`src/rtl/tff_modn_counter_pkg.sv`:
```
// Shared constants for the modulo-N T-flip-flop counter: default geometry,
// direction encodings and the per-edge operation selected by the control inputs.
package tff_modn_counter_pkg;

  localparam int DEF_WIDTH   = 4;
  localparam int DEF_MODULUS = 10;

  localparam logic DIR_UP = 1'b1;
  localparam logic DIR_DN = 1'b0;

  // Operation applied on the next edge, after resolving load > en > hold.
  typedef enum logic [1:0] {
    OP_HOLD = 2'd0,
    OP_LOAD = 2'd1,
    OP_UP   = 2'd2,
    OP_DN   = 2'd3
  } count_op_e;

endpackage

```
`src/rtl/tff_modn_counter_cell.sv`:
```
// Single T-type storage cell: toggles on a rising edge when t is high,
// clears asynchronously on reset.
module tff_cell (
  input  logic clk,
  input  logic reset,
  input  logic t,
  output logic q
);

  always_ff @(posedge clk or posedge reset) begin
    if (reset) begin
      q <= 1'b0;
    end else if (t) begin
      q <= ~q;
    end
  end

endmodule

```
`src/rtl/tff_modn_counter.sv`:
```
// Modulo-N up/down counter whose state lives entirely in T cells; this module
// only derives each cell's toggle input from the desired next count.
module tff_modn_counter
  import tff_modn_counter_pkg::*;
#(
  parameter int WIDTH   = DEF_WIDTH,
  parameter int MODULUS = DEF_MODULUS
) (
  input  logic             clk,
  input  logic             reset,
  input  logic             en,
  input  logic             up,
  input  logic             load,
  input  logic [WIDTH-1:0] load_val,
  output logic [WIDTH-1:0] q,
  output logic             tc,
  output logic             wrap,
  output logic             load_err
);

  if (MODULUS < 2 || MODULUS > (1 << WIDTH)) begin : g_bad_modulus
    $error("tff_modn_counter: MODULUS must lie in 2..2**WIDTH");
  end

  // One extra bit keeps MODULUS-1 and q+1 exact when MODULUS == 2**WIDTH.
  localparam logic [WIDTH:0] MOD_EXT = (WIDTH+1)'(MODULUS);
  localparam logic [WIDTH:0] MOD_M1  = (WIDTH+1)'(MODULUS - 1);
  localparam logic [WIDTH:0] ONE     = (WIDTH+1)'(1);

  count_op_e        op;
  logic [WIDTH:0]   q_ext;
  logic [WIDTH:0]   lv_ext;
  logic [WIDTH:0]   nxt_ext;
  logic [WIDTH-1:0] q_next;
  logic [WIDTH-1:0] t;
  logic             at_top;
  logic             at_bot;
  logic             in_range;
  logic             wrap_d;
  logic             err_d;
  logic             unused_msb;

  assign q_ext    = {1'b0, q};
  assign lv_ext   = {1'b0, load_val};
  assign in_range = (lv_ext < MOD_EXT);
  // Unreachable states above MODULUS-1 are treated as the top so count-up recovers to 0.
  assign at_top   = (q_ext >= MOD_M1);
  assign at_bot   = (q_ext == '0);

  always_comb begin
    op = OP_HOLD;
    if (load) begin
      op = OP_LOAD;
    end else if (en) begin
      op = (up == DIR_UP) ? OP_UP : OP_DN;
    end
  end

  always_comb begin
    nxt_ext = q_ext;
    wrap_d  = 1'b0;
    err_d   = 1'b0;
    case (op)
      OP_LOAD: begin
        nxt_ext = in_range ? lv_ext : MOD_M1;
        err_d   = ~in_range;
      end
      OP_UP: begin
        nxt_ext = at_top ? '0 : (q_ext + ONE);
        wrap_d  = at_top;
      end
      OP_DN: begin
        nxt_ext = at_bot ? MOD_M1 : (q_ext - ONE);
        wrap_d  = at_bot;
      end
      default: begin
        nxt_ext = q_ext;
      end
    endcase
  end

  assign q_next     = nxt_ext[WIDTH-1:0];
  assign unused_msb = nxt_ext[WIDTH];
  assign t          = q ^ q_next;

  for (genvar i = 0; i < WIDTH; i++) begin : g_cell
    tff_cell u_cell (
      .clk   (clk),
      .reset (reset),
      .t     (t[i]),
      .q     (q[i])
    );
  end

  assign tc = en & ~load & ((up == DIR_UP) ? (q_ext == MOD_M1) : at_bot);

  always_ff @(posedge clk or posedge reset) begin
    if (reset) begin
      wrap     <= 1'b0;
      load_err <= 1'b0;
    end else begin
      wrap     <= wrap_d;
      load_err <= err_d;
    end
  end

endmodule
```
`config.mk`:
```
export PLATFORM = sky130hd
export DESIGN_NAME = tff_modn_counter
export DESIGN_NICKNAME = d
export VERILOG_FILES = /design/src/rtl/tff_modn_counter_pkg.sv /design/src/rtl/tff_modn_counter_cell.sv /design/src/rtl/tff_modn_counter.sv
export SDC_FILE = /design/constraint.sdc
export NUM_CORES = 1
export LEC_CHECK = 0
export ABC_AREA = 1
export CAP_MARGIN = 5
export CORE_MARGIN = 8
export CORE_UTILIZATION = 41
export DETAILED_ROUTE_END_ITERATION = 8
export GPL_ROUTABILITY_DRIVEN = 0
export PLACE_DENSITY = 0.73
export RECOVER_POWER = 25
export SLEW_MARGIN = 10
export SYNTH_ARGS = -nofsm -noshare
export SYNTH_HDL_FRONTEND = slang
export SYNTH_HIERARCHICAL = 1
export SYNTH_SLANG_ARGS = --single-unit
export TNS_END_PERCENT = 5
```
`constraint.sdc`:
```
create_clock -name clk -period 4.06 [get_ports clk]
set_input_delay 0.812 -clock clk [delete_from_list [all_inputs] [get_ports clk]]
set_output_delay 0.812 -clock clk [all_outputs]
set_load 0.1 [all_outputs]
```
# After elaboration in Yosys (flattened, before gate mapping)
# Index checks and enable logic that the tools add are counted.
[totals]
regBits = 6
latch_bits = 0
ramBits = 0
rom_bits = 0
out_inout_bits = 7
memories = 0
[op_classes]
addsub = 2
multipliers = 0
n_div = 0
magnitude_cmp = 2
eq_ne = 4
shift = 0
mux = 10
bitwise_logic = 9
n_reduce_logical = 1
[ops]
columns = ["operator", "count"]
rows = [
  ["two-way mux 4 bit", 3],
  ["one-hot mux 4 bit (3 select lines)", 1],
  ["inverter 1 bit", 6],
  ["zero test 5 bit", 1],
  ["adder 4 x 1 -> 4 bit, second input constant", 1],
  ["== test 2 bit, second input constant", 2],
  ["== test 4 bit, second input constant", 1],
  ["greater-or-equal comparator 4 bit, second input constant", 1],
  ["less-than comparator 4 bit, second input constant", 1],
  ["two-way mux 2 bit", 2],
  ["subtractor 4 x 1 -> 4 bit, second input constant", 1],
  ["bitwise XOR 4 bit", 1],
  ["two-way mux 1 bit", 3],
  ["AND 1 bit", 2],
  ["== test 2 x 1 -> 1 bit, second input constant", 1],
  ["one-hot mux 1 bit (2 select lines)", 1],
]

# Longest topological paths before layout
# Gate-level depths: netlist (run 1).
[logic_depth]
depth_word = 6
ltp_mapped = 14
ltp_nobuf = 14

# Cells and area by module
# Netlist (run 1), hierarchy kept.
[modules_own_cells]
columns = ["mod", "instances", "cells_each", "area_each_um2", "seq_area_each_um2"]
rows = [
  ["tff_modn_counter", 1, 85, 490.5, 50.0],
  ["tff_cell", 4, 7, 47.5, 25.0],
]

# Worst setup path after synthesis (run 1)
# Ideal clock, no wire load.
[synth_timing]
path_kind = "reg2out"
from = "reg g_cell[0].u_cell.q"
to = "out tc"
t_arrival_ps = 3629
required_time_ps = 3248
setup_slack_ps = -381
path_stages_with_launch = 4
path_cell_list = "dfrtp_1 ha_1 nand3_1 o21ai_0"
[synth_between]
elab_chain_cells = 3
[synth_lines]
columns = ["element", "line", "text"]
rows = [
  ["from (decl)", "tff_modn_counter_cell.sv:7", "output logic q"],
  ["from (signal assigned)", "tff_modn_counter_cell.sv:14", "q <= ~q;"],
  ["== test 4 bit / zero test 5 bit (equally long branches)", "tff_modn_counter.sv:95, tff_modn_counter.sv:48", ""],
  ["two-way mux 1 bit (*)", "tff_modn_counter.sv:95", "assign tc = en & ~load & ((up == DIR_UP) ? (q_ext == MOD_M1) : at_bot);"],
  ["AND 1 bit (*)", "tff_modn_counter.sv:95", ""],
  ["to (decl)", "tff_modn_counter.sv:16", "output logic tc,"],
]
# Every way passes the cells marked *; elsewhere a longest branch is shown, timed or not.

# Worst setup path after layout (run 1)
[layout_timing]
from = "in load"
to = "out tc"
[layout_between]
elab_chain_cells = 3
[layout_lines]
columns = ["element", "line", "text"]
rows = [
  ["from (decl)", "tff_modn_counter.sv:13", "input logic load,"],
  ["inverter 1 bit", "tff_modn_counter.sv:95", ""],
  ["AND 1 bit (2 in a row)", "tff_modn_counter.sv:95", ""],
]
# Every way passes these cells.

==> results.txt, run 1 <==
The register cell area after layout came out at 150 um2. The clock network latency to the later pin of the worst-skew pair came out at 250 ps. The aggregate global-route resource usage came out at 0.111.

The area overhead of the layout relative to synthesis came out at 26.3%. The number of global-route vias before repair came out at 727. The total count of hold-check failures in the final report came to 0.

In the final routed layout, each cell accounts on average for 10.9 um. The maximum frequency from static timing analysis is 0.341 GHz. Dividing the final minimum period by the clock period gives 0.722. The highest fanout seen on the critical path came out at 6. The die width is 56.7 um.

The total power density per cell area came out at 792 nW/um2. The initial utilization of the core area, before any placement, comes to 0.447. Summed over all instances, the cell type with the most area after synthesis is sky130_fd_sc_hd__dfrtp_1. The number of nets in the final layout is 144.

The count of pins over their slew limit is 0. The worst slack after detailed placement is 1120 ps. Summed over all layers, the global routing overflow is 0. Max-cap violations in this run came to 0. The final critical path time including I/O delays and setup is 2930 ps. The quantity of I/O buffers inserted on ports came out at 15. In this run the cell area measured after placement is 837 um2. The synthesized design contains 0 enable-type register cells.

The cell area after synthesis is 681 um2. 0 antenna diodes ended up in the layout. The fraction of registers with async set/reset came out at 1.00.

The data arrival time of the critical path came out at 2120 ps. Detailed placement ended at an HPWL of 1300 um. The post-synthesis sequential element count came out at 6. By instance count, the leading cell after synthesis is sky130_fd_sc_hd__nand2_1. The largest net degree at the start of global routing is 12. Counting the fill cells in the layout gives 167. Setup repair after global routing left no endpoint under its margin. The type of the setup path with the least slack is in2out. The count of standard-cell rows came out at 14. Measured along the y axis, the die boundary spans 56.7 um.

The initial antenna violation count is 0. After clock tree synthesis, the clock-pin slew on the worst setup and hold paths is 40 ps. The clock drives 6 sinks. After the first detailed-routing iteration, the DRC count stood at 16.

The analysis attributes to cell leakage a power of 0.488 nW. The mean instance size in the synthesized netlist came out at 6.02 um2. The longest clock path from root to sink contains 2 buffers. The final core area utilization came out at 0.564. The total via count after detailed routing is 743. The final setup violation count is 0. The first global-routing pass estimated 3030 um of wire. The post-synth net total is 125. The depth of the CTS H-tree is 1. The peak ir drop on the vdd network came out at 0.314 mV.

The post-layout worst setup margin came out at 1130 ps. Yosys mapped the design onto 20 distinct sky130hd cell types. In the final layout, the multi-input gates occupy 417 um2. The most frequently used flop master after synthesis is sky130_fd_sc_hd__dfrtp_1. TritonCTS built the clock tree. The die area came out at 3220 um2. Overall power consumption after layout is estimated at 0.000680 W. Once the clock tree was built, the resizer swapped 0 gates to a different size. During synthesis, Yosys emitted a total of 6 warnings. At the pin with the least slew margin, the transition time is 970 ps.

STA classifies the critical path startpoint as a primary input. The commonest cells after synthesis are 34 x sky130_fd_sc_hd__nand2_1, 23 x sky130_fd_sc_hd__inv_1, 16 x sky130_fd_sc_hd__nand3_1. For the worst setup path, the data required time is 3250 ps.

The share of post-route cells with drive strength above 1 is 0.100. Pin placement for this block handled 16 I/O pins. The count of antenna-violating nets left after detailed routing came out at 0. Setup total negative slack on the finished layout was measured at 0 ps.

Dividing the detail-routed via count by the number of cells gives 5.09. In this run, CTS created clock tree buffers numbering 3. Clock skew on the completed layout was measured at 3.28 ps. The class of the tightest hold or removal check is reg2reg. The sort of element at the end of the critical path is an output pin. The post-layout instance area is 860 um2. The routed design has 1590 um of wire.

The headroom to the max-slew limit came out at 0.351. The sequential area share after synthesis came out at 0.221. The area of the core is 1520 um2.

Ranked by total cell area, the synthesized netlist is headed by sky130_fd_sc_hd__dfrtp_1 22%, sky130_fd_sc_hd__nand2_1 19%, sky130_fd_sc_hd__inv_1 13%. The number of detailed-routing iterations run before antenna repair came out at 4. The cell count after synthesis is 113. The share of synthesized area in the top cell type comes to 0.221.

In this run the clock root is driven by a sky130_fd_sc_hd__clkbuf_4. In the routed design, unresolved DRC markers number 0. The number of setup buffers added after CTS is 0. The flow ran to the end, and the final reports show no timing, DRC or antenna violations. The hold buffer count at CTS is 0.
## worst paths after layout
| check | from | end | slack (ps) | depth (start not counted) |
|---|---|---|---|---|
| max in group asynchronous | reset | wrap$_DFF_PP0_ | 2990 | 2 |
| worst max register to register | g_cell[0].u_cell/q$_DFFE_PP0P_ | g_cell[0].u_cell/q$_DFFE_PP0P_ | 2110 | 14 |
| worst max-delay path | load | tc | 1130 | 7 |
| worst min register to register | g_cell[3].u_cell/q$_DFFE_PP0P_ | g_cell[3].u_cell/q$_DFFE_PP0P_ | 650 | 2 |
| min in group asynchronous | reset | g_cell[2].u_cell/q$_DFFE_PP0P_ | 940 | 2 |
| worst min-delay path | g_cell[3].u_cell/q$_DFFE_PP0P_ | g_cell[3].u_cell/q$_DFFE_PP0P_ | 650 | 2 |
## metrics by stage
stage          std cells  hold WS [ps]
6_report             146           655
5_1_grt              146           719
4_1_cts              146           662
3_5_place_dp         143           656
3_3_place_gp         143           653
2_1_floorplan        113           541
## layout make-up
cell class              instances  share of cell area
clock buffers                   3              0.0262
well taps                      16              0.0233
flip-flops and latches          6               0.175
multi-input cells              80               0.485
inverters                      26               0.119
repair buffers                 15               0.172
## cell families after synthesis
logic type / share of synthesized area
AOI/OAI and AO/OA: 0.0754
adders and majority gates: 0.0552
and+or+nand+nor: 0.469
DFF: 0.221
buffers and inverters: 0.167
xor gates and xnor gates: 0.0129
## where the power goes
| part | switching [W] | internal [W] | total (W) |
|---|---|---|---|
| combinational | 0.000340 | 0.000144 | 0.000483 |
| clock | 0.0000216 | 0.0000334 | 0.0000551 |
| sequential | 0.0000595 | 0.0000825 | 0.000142 |
## state kept, by name, summed over array words and instances, names as in the netlist
| name | cells |
|---|---|
| g_cell.u_cell/q | 4 |
| load_err | 1 |
| wrap | 1 |
## cells in the final DEF (no fill, tap or decap), drive strengths merged, types with 3 or more instances in the layout
cell type,count
nand3,18
o21ai,4
nand4,5
inv,25
nand2,35
ha,3
clkbuf,3
dfrtp,6
clkdlybuf4s50,13
nor2,9
## worst max-delay path: stages
cell,delay (ps)
sky130_fd_sc_hd__clkdlybuf4s50_1,500
sky130_fd_sc_hd__inv_2,110
sky130_fd_sc_hd__nand2_1,80
sky130_fd_sc_hd__nor2_4,140
sky130_fd_sc_hd__nand3_1,100
sky130_fd_sc_hd__o21ai_1,80
sky130_fd_sc_hd__buf_4,300
## routing by layer
layer,vias up,track usage,wire [um]
li1,386,-,-
met5,-,0,0
met4,0,0.0503,39
met2,16,0.180,752
met3,4,0.0337,66
met1,337,0.128,732
(Power assumes the default switching activity.)
==> inputs of run 2 (changes only) <==
==> constraint.sdc (replaced) <==
create_clock -name clk -period 2.9 [get_ports clk]
set_input_delay 0.58 -clock clk [delete_from_list [all_inputs] [get_ports clk]]
set_output_delay 0.58 -clock clk [all_outputs]
set_load 0.1 [all_outputs]
==> run 2 against run 1 <==
Effect of this change: final cell count did not move; sequential share of layout area fell by 0.18 points; total power rose by 38%; setup slack got worse by 690 ps; routed wire length rose by 3.4%; clock power rose by 35%; via count fell by 0.81%; combinational power rose by 38%; critical path type unchanged.
==> results.txt, run 2 (synthesis results as in run 1) <==
The via density per instance is 5.05 (was 5.09). The total CTS buffers was 3 (unchanged). The die area came out at 3220 um2 (unchanged).

The post-placement cell count came out at 143 (unchanged). The total via count after detailed routing is 737 (was 743). The most flop-heavy register was g_cell.u_cell/q (unchanged). The maximum frequency from static timing analysis came out at 0.406 GHz.

The fraction of met1 tracks used by global routing is 0.125 (was 0.128). The initial antenna violation count is 0 (unchanged). The switching power came out at 0.000586 W (was 0.000421 W). The die width is 56.7 um (unchanged). The root buffer cell was sky130_fd_sc_hd__clkbuf_4 (unchanged).

The total count of hold-check failures in the final report came to 0 (unchanged). Most used cells in the layout excluding fill and tap cells: 34 x sky130_fd_sc_hd__nand2_1, 23 x sky130_fd_sc_hd__inv_1, 16 x sky130_fd_sc_hd__nand3_1 (unchanged). Largest registers: g_cell.u_cell/q (4), load_err (1), wrap (1) (unchanged). The startpoint kind of the worst setup timing path was a primary input (unchanged).

The share of post-route cells with drive strength above 1 was 0.154 (was 0.100). The number of gates resized after cts is 0 (unchanged). The buffer count from post-CTS setup fixing is 0 (unchanged).

The count of standard-cell rows is 14 (unchanged). The number of violations reported at the end of detailed-routing iteration 0 came out at 14 (was 16). The worst clock skew is 7.32 ps (was 3.28 ps). The quantity of I/O buffers inserted on ports came out at 15 (unchanged).

Run status: finished, final reports clean (unchanged). The fraction of power spent switching nets is 0.623 (was 0.618). The final core area utilization is 0.570 (was 0.564).

The reported max-cap violation count came to 0 (unchanged). The peak ir drop on the vdd network is 0.724 mV (was 0.314 mV). The relative contribution of combinational cells to total power came out at 0.708 (was 0.710). The slew at the pin closest to its max-slew limit is 424 ps (was 970 ps). Unrepaired setup endpoints after global routing: no (unchanged). The total power density per cell area came out at 1080 nW/um2 (was 792 nW/um2). The sort of element at the end of the critical path is an output pin (unchanged). The number of nets in the final layout came out at 144 (unchanged). The count of pins over their slew limit is 0 (unchanged). The aggregate global-route resource usage came out at 0.101 (was 0.111). The leakage power summed over all cells is 0.502 nW (was 0.488 nW). The sum of internal, switching and leakage power came out at 0.000941 W (was 0.000680 W). The initial standard-cell utilization of the core is 0.447 (unchanged). The highest fanout seen on the critical path is 6 (unchanged). The depth of the CTS H-tree is 1 (unchanged). The die height is 56.7 um (unchanged). The routed design could run at a clock period as short as 2460 ps. The summed negative setup slack over all endpoints was 0 ps (unchanged). The antenna diode count is 0 (unchanged). The number of global-route vias before repair came to 650 (was 727). The leading cell type in the layout, fill and taps excluded is sky130_fd_sc_hd__nand2_1 (unchanged). The I/O pin count is 16 (unchanged). The final setup violation count came out at 0 (unchanged). The number of fill cells in the layout came out at 154 (was 167).

The power share of the clock group came out at 0.079 (was 0.081). The internal cell power came out at 0.000355 W (was 0.000260 W). The first-pass GRT wire length came to 2730 um (was 3030 um).

The area overhead of the layout relative to synthesis came out at 27.6% (was 26.3%). The met3 usage in global routing came out at 0.0382 (was 0.0337). The CTS tree is yes (unchanged). The flip-flop count of the largest register after layout is 4 (unchanged). The routed wire length is 1650 um (was 1590 um). The met2 usage in global routing came out at 0.155 (was 0.180). The area of the core was 1520 um2 (unchanged). The number of detailed-routing iterations run before antenna repair is 4 (unchanged).

The share of the clock period used by the worst path after layout is 0.850. The clock sink count came out at 6 (unchanged). The total congestion overflow is 0 (unchanged). The class of the tightest hold or removal check is reg2reg (unchanged). The largest net degree at the start of global routing came out at 12 (unchanged). The global routing's busiest layer is met2 (unchanged). The non-filler instance count after layout came out at 146 (unchanged).

The data arrival time of the critical path came out at 1880 ps (was 2120 ps). The headroom to the max-slew limit is 0.717 (was 0.351). The clock-pin slew reported for the worst setup and hold paths after clock tree synthesis is 50 ps (was 40 ps). The hold buffer count at CTS is 0 (unchanged).

The clock network latency to the later pin of the worst-skew pair is 240 ps (was 250 ps). The average wire per standard cell came out at 11.3 um (was 10.9 um). The clock tree buffer depth came to 2 (unchanged).

The share of power burned in registers is 0.213 (was 0.209). The type of the setup path with the least slack is in2out (unchanged). The DRC violation count after routing is 0 (unchanged). The count of antenna-violating nets left after detailed routing came out at 0 (unchanged). The required arrival time at the worst endpoint came out at 2320 ps (was 3250 ps). The half-perimeter wire length after detailed placement came out at 1320 um (was 1300 um).
==> run 2: changes by cell type in the layout (fill, tap and decap cells not counted) <==
cell and change:
sky130_fd_sc_hd__buf_4 +5, sky130_fd_sc_hd__o21ai_4 +1, sky130_fd_sc_hd__clkdlybuf4s50_1 -6, sky130_fd_sc_hd__o21ai_1 -1
sky130_fd_sc_hd__buf_12 +1
==> run 2: stage by stage <==
| step | hold WS (ps) | instance area [um2] | setup slack (ps) |
|---|---|---|---|
| after CTS | 601 | 868 | 439 |
| after floorplan | 309 | 692 | 173 |
| final | 659 | 868 | 435 |
| after global routing | 696 | 868 | 322 |
| after detailed placement | 656 | 846 | 447 |
| after global placement | 662 | 846 | 493 |
==> run 2: power groups by stage <==
| stage | clock (W) | sequential [W] | combinational, W |
|---|---|---|---|
| after floorplan | 0 | 0.000393 | 0.000349 |
| after global placement | 0 | 0.000199 | 0.000663 |
| after detailed placement | 0 | 0.000201 | 0.000666 |
| after CTS | 0.0000779 | 0.000200 | 0.000668 |
| after global routing | 0.0000867 | 0.000207 | 0.000728 |
| final | 0.0000742 | 0.000201 | 0.000666 |
==> run 2: worst paths after layout <==
path                                           startpoint                              to  slack [ps]  cells after the start
hold / removal             g_cell[3].u_cell/q$_DFFE_PP0P_  g_cell[3].u_cell/q$_DFFE_PP0P_         660                      2
setup reg to reg           g_cell[0].u_cell/q$_DFFE_PP0P_  g_cell[0].u_cell/q$_DFFE_PP0P_         920                     14
max in group asynchronous                           reset              load_err$_DFF_PP0_        2040                      2
setup / recovery                                     load                              tc         440                      7
min in group asynchronous                           reset  g_cell[2].u_cell/q$_DFFE_PP0P_         720                      2
hold reg to reg            g_cell[3].u_cell/q$_DFFE_PP0P_  g_cell[3].u_cell/q$_DFFE_PP0P_         660                      2
==> run 2: layout make-up <==
| type | count | area, um2 | area share |
|---|---|---|---|
| flip-flops and latches | 6 | 150 | 0.173 |
| well taps | 16 | 20.0 | 0.0231 |
| multi-input cells | 80 | 428 | 0.493 |
| repair buffers | 15 | 145 | 0.167 |
| inverters | 26 | 103 | 0.118 |
| clock buffers | 3 | 22.5 | 0.0259 |
==> run 2: critical path, stage by stage <==
cell and delay [ps]:
sky130_fd_sc_hd__clkdlybuf4s50_1 510, sky130_fd_sc_hd__inv_2 110, sky130_fd_sc_hd__nand2_1 80, sky130_fd_sc_hd__nor2_4 150, sky130_fd_sc_hd__nand3_1 150, sky130_fd_sc_hd__o21ai_4 110
sky130_fd_sc_hd__buf_12 190
==> run 2: routing by layer <==
layer	share of wire	vias to the layer above
li1	-	386
met1	0.47	333
met2	0.47	16
met3	0.040	2
met4	0.015	0
met5	0	-
